`config.mk`:
```
export PLATFORM = sky130hd
export DESIGN_NAME = des_round_ctrl
export DESIGN_NICKNAME = d
export VERILOG_FILES = /design/src/rtl/des_round_ctrl.sv
export SDC_FILE = /design/constraint.sdc
export NUM_CORES = 1
export LEC_CHECK = 0
export CAP_MARGIN = 20
export CORE_AREA = 2 2 39 41
export CTS_BUF_LIST = sky130_fd_sc_hd__clkbuf_4 sky130_fd_sc_hd__clkbuf_8 sky130_fd_sc_hd__clkbuf_16
export DETAILED_ROUTE_END_ITERATION = 10
export DIE_AREA = 0 0 41 43
export GPL_ROUTABILITY_DRIVEN = 0
export PLACE_DENSITY = 0.67
export SYNTH_ARGS = -nofsm -noshare
export SYNTH_HDL_FRONTEND = slang
export SYNTH_SLANG_ARGS = --single-unit
```
`constraint.sdc`:
```
create_clock -name clk -period 2.78 [get_ports clk]
set_clock_uncertainty 0.15 [all_clocks]
set_input_delay 0.417 -clock clk [delete_from_list [all_inputs] [get_ports clk]]
set_output_delay 0.417 -clock clk [all_outputs]
set_load 0.01 [all_outputs]
```
`src/rtl/des_round_ctrl.sv`:
```
// Sequencer for the DES round datapath: load strobe, NUM_ROUNDS round enables, output latch, result handshake.
// Optional decrypt ordering (descending round index, right key rotation) under `DES_ROUND_CTRL_DECRYPT_EN.
module des_round_ctrl #(
    parameter int NUM_ROUNDS = 16,
    parameter int IDX_W      = 4
) (
    input  logic             clk,
    input  logic             rst,
    input  logic             in_valid,
    output logic             in_ready,
    input  logic             abort,
`ifdef DES_ROUND_CTRL_DECRYPT_EN
    input  logic             decrypt,
    output logic             key_rot_right,
`endif
    output logic             load_init,
    output logic             round_en,
    output logic [IDX_W-1:0] round_idx,
    output logic [1:0]       shift_amt,
    output logic             out_latch,
    output logic             out_valid,
    input  logic             out_ready,
    output logic             busy
);

    typedef enum logic [2:0] {IDLE, LOAD, ROUND, FINAL, DONE} state_t;

    localparam logic [IDX_W-1:0] LAST = IDX_W'(NUM_ROUNDS - 1);

    state_t           state, state_n;
    logic [IDX_W-1:0] cnt;
    logic             last;

    assign last = (cnt == LAST);

    // DES key schedule: single-bit rotation in rounds 0, 1, 8 and 15, double elsewhere.
    function automatic logic [1:0] enc_amt(input int unsigned i);
        return (i == 0 || i == 1 || i == 8 || i == 15) ? 2'd1 : 2'd2;
    endfunction

    always_ff @(posedge clk or posedge rst) begin
        if (rst) begin
            state <= IDLE;
            cnt   <= '0;
        end else begin
            state <= state_n;
            // Counter is only non-zero while rounds are in flight.
            cnt   <= (abort || state != ROUND || last) ? '0 : cnt + IDX_W'(1);
        end
    end

`ifdef DES_ROUND_CTRL_DECRYPT_EN
    logic dec_q;

    always_ff @(posedge clk or posedge rst) begin
        if (rst)
            dec_q <= 1'b0;
        else if (state == IDLE && in_valid && !abort)
            dec_q <= decrypt;
    end
`endif

    always_comb begin
        state_n = state;
        if (abort) begin
            state_n = IDLE;
        end else begin
            case (state)
                IDLE:    if (in_valid) state_n = LOAD;
                LOAD:    state_n = ROUND;
                ROUND:   if (last) state_n = FINAL;
                FINAL:   state_n = DONE;
                DONE:    if (out_ready) state_n = IDLE;
                default: state_n = IDLE;
            endcase
        end
    end

    always_comb begin
        in_ready  = (state == IDLE);
        busy      = (state != IDLE);
        load_init = (state == LOAD);
        round_en  = (state == ROUND);
        out_latch = (state == FINAL);
        out_valid = (state == DONE);
        round_idx = '0;
        shift_amt = 2'd0;
`ifdef DES_ROUND_CTRL_DECRYPT_EN
        key_rot_right = 1'b0;
`endif
        if (state == ROUND) begin
            round_idx = cnt;
            shift_amt = enc_amt(int'(cnt));
`ifdef DES_ROUND_CTRL_DECRYPT_EN
            // Decrypt walks the schedule backwards; each round undoes the rotation of the next encrypt round.
            if (dec_q) begin
                key_rot_right = 1'b1;
                round_idx     = LAST - cnt;
                shift_amt     = (cnt == '0) ? 2'd0 : enc_amt(int'(LAST - cnt) + 1);
            end
`endif
        end
    end

endmodule

```
==> impl_metrics.json <==
{
  "setup-violations-final": 0,
  "layout-drive-gt1-share_pct": 9.091,
  "p_sw_mw": 0.08674,
  "syn-cell-area_um2": 425.4,
  "portBuffers": 16,
  "detail-route-antenna-nets": 0,
  "wl_per_cell_um": 10.54,
  "period_minus_slack_ps": 2478,
  "clock_tree.root_cell": "clkbuf_4",
  "core_area_mm2": 0.001384,
  "hold_path.class": "in -> async",
  "cts_inserted_buffers": 3,
  "period_share_pct": 89.13,
  "die_width_um": 41,
  "setup.worst_path.class": "reg -> out",
  "cts_max_path_buffers": 2,
  "sequentialPowerShare_pct": 38.3,
  "rows": 14,
  "dpl.hpwl_um": 653.7,
  "cts_num_sinks": 7,
  "grt_pass1_vias": 352,
  "hold_violations": 0,
  "critical_path.max_fanout": 9,
  "fmax_ghz": 0.4036,
  "ys_ff_latch": 7,
  "fin_tns_setup_ps": 0,
  "timing.slew.headroom_pct": 83.14,
  "cap_violations": 0,
  "fillers": 141,
  "drt-initial-drc-count": 5,
  "antennaDiodeCount": 0,
  "vias": 383,
  "grt_max_degree": 10,
  "sw_frac_of_total_pct": 27.70,
  "syn_area_per_cell_um2": 9.051,
  "clock_power_share_pct": 32.8,
  "arrival_ps": 1910,
  "tightest_slew_ps": 252.6,
  "grt_pass1_wl_mm": 1.545,
  "grt_usage_pct": 13.63,
  "fin_util_pct": 45.39,
  "slew_violations": 0,
  "synth.yosys.warnings": 0,
  "post-cts-setup-buffers": 0,
  "die-area_mm2": 0.001763,
  "ctsHoldBuffers": 0,
  "grt_setup_unrepaired": "false",
  "cellLeakagePower_nw": 0.2914,
  "h-tree-depth": 1,
  "intPower_mw": 0.2264,
  "hold_slack_ps": 245.8,
  "syn_inst": 47,
  "die_h_um": 43,
  "clkSlewWorstSetupHoldPaths_ps": 50,
  "cts_tree": "done",
  "antenna_found_initial": 0,
  "cts_resized": 0,
  "p_per_area_mw_per_mm2": 498.5,
  "crit_path_end_kind": "primary output",
  "vias_per_cell": 4.671,
  "seq_area_frac_synth_pct": 41.18,
  "start_util_pct": 30.74,
  "synth_nets": 55,
  "ios": 17,
  "clock_latency_ps": 250,
  "drc": 0,
  "wirelength_um": 864,
  "worst_setup_path_start_kind": "register",
  "synth_cell_types": 19,
  "outcome": "complete, no violations",
  "grt_overflow": 0,
  "nets": 75,
  "ir_drop_mv": 0.2776,
  "required_ps": 2210,
  "first_pass_iters": 2,
  "power_frac_comb_pct": 28.9,
  "area_growth_pct": 47.65
}
[final timing paths]
path,start,endpoint,slack (ps),cells after the start
max,state[1]$_DFFE_PP0P_,shift_amt[1],300,4
min,rst,state[2]$_DFFE_PP0P_,250,2
max reg2reg,state[1]$_DFFE_PP0P_,cnt[3]$_DFF_PP0_,1140,3
min reg2reg,cnt[0]$_DFF_PP0_,cnt[0]$_DFF_PP0_,350,1
max in group asynchronous,rst,cnt[0]$_DFF_PP0_,2030,2
min in group clk,cnt[0]$_DFF_PP0_,cnt[0]$_DFF_PP0_,350,1
[final cells by class]
cell class              count  area (um2)  share of cell area (%)
multi-input cells          32       216.5                   34.46
repair buffers             16       160.2                   25.50
well taps                  16       20.02                   3.187
flip-flops and latches      7       175.2                   27.89
clock buffers               4       30.03                   4.781
inverters                   7       26.28                   4.183
[synth_stat cells]
library cell  count  area (um2)
o21ai_0           1       5.000
nor2_1            8       30.03
inv_1             7       26.28
and3b_1           1       8.760
or3b_4            2       22.52
nor3_1            1       5.000
a21oi_1           2       10.01
xor2_1            1       8.760
or3_1             1       6.260
nand3_1           2       10.01
nor3b_1           2       15.01
o21bai_1          1       7.510
buf_4             1       7.510
nor2b_1           1       6.260
dfrtp_1           7       175.2
ha_1              3       37.54
and3_1            3       18.77
a211oi_1          1       7.510
xnor2_1           2       17.52
[cell families after synthesis]
group	synth area share, %
flops	41.18
fa+ha+maj	8.824
simple gates	28.82
xor+xnor	6.178
compound gates	7.059
buf+inv	7.943
[flip-flops by register name, indices dropped and copies added (netlist names)]
signal	count
cnt	4
state	3
[power groups by stage]
stage | registers, mW | clock network, mW | logic [mW]
floorplan | 0.116 | 0 | 0.0534
global placement | 0.121 | 0 | 0.0910
detailed placement | 0.121 | 0 | 0.0915
CTS | 0.120 | 0.105 | 0.0919
finish | 0.120 | 0.103 | 0.0906
global route | 0.123 | 0.111 | 0.102
[worst max-delay path: stages (launching register included)]
cell	delay, ps
dfrtp_1	460
or3b_4	440
inv_1	90
and3_1	140
clkdlybuf4s50_1	530
[routing by layer]
metal / global-route usage, % / share of wire (%) / vias up
li1: - / - / 190
met1: 15.44 / 42 / 172
met2: 19.69 / 44 / 16
met3: 6.806 / 11 / 5
met4: 8.000 / 2.1 / 0
met5: 0 / 0 / -
[per-stage QoR]
step / area [um2] / power (mW) / setup WS [ps] / cells
after floorplan: 425.4 / 0.1691 / 1047 / 47
after global placement: 598.1 / 0.2119 / 599.5 / 78
after detailed placement: 598.1 / 0.2129 / 573.2 / 78
after CTS: 628.1 / 0.3171 / 293.8 / 82
after global routing: 628.1 / 0.3356 / 173.8 / 82
final: 628.1 / 0.3131 / 302.3 / 82
[layout by cell type, fill, tap and decap left out]
| master | instances |
|---|---|
| or3_1 | 1 |
| a21oi_1 | 2 |
| nor2b_1 | 1 |
| nor3_1 | 1 |
| nor2_1 | 8 |
| dfrtp_1 | 7 |
| nor3b_1 | 2 |
| ha_1 | 3 |
| clkdlybuf4s50_1 | 16 |
| clkbuf_4 | 4 |
| xnor2_1 | 2 |
| o21bai_1 | 1 |
| xor2_1 | 1 |
| nand3_1 | 2 |
| and3_1 | 3 |
| a211oi_1 | 1 |
| o21ai_0 | 1 |
| and3b_1 | 1 |
| inv_1 | 7 |
| or3b_4 | 2 |
Power figures use the tool's default switching activity.
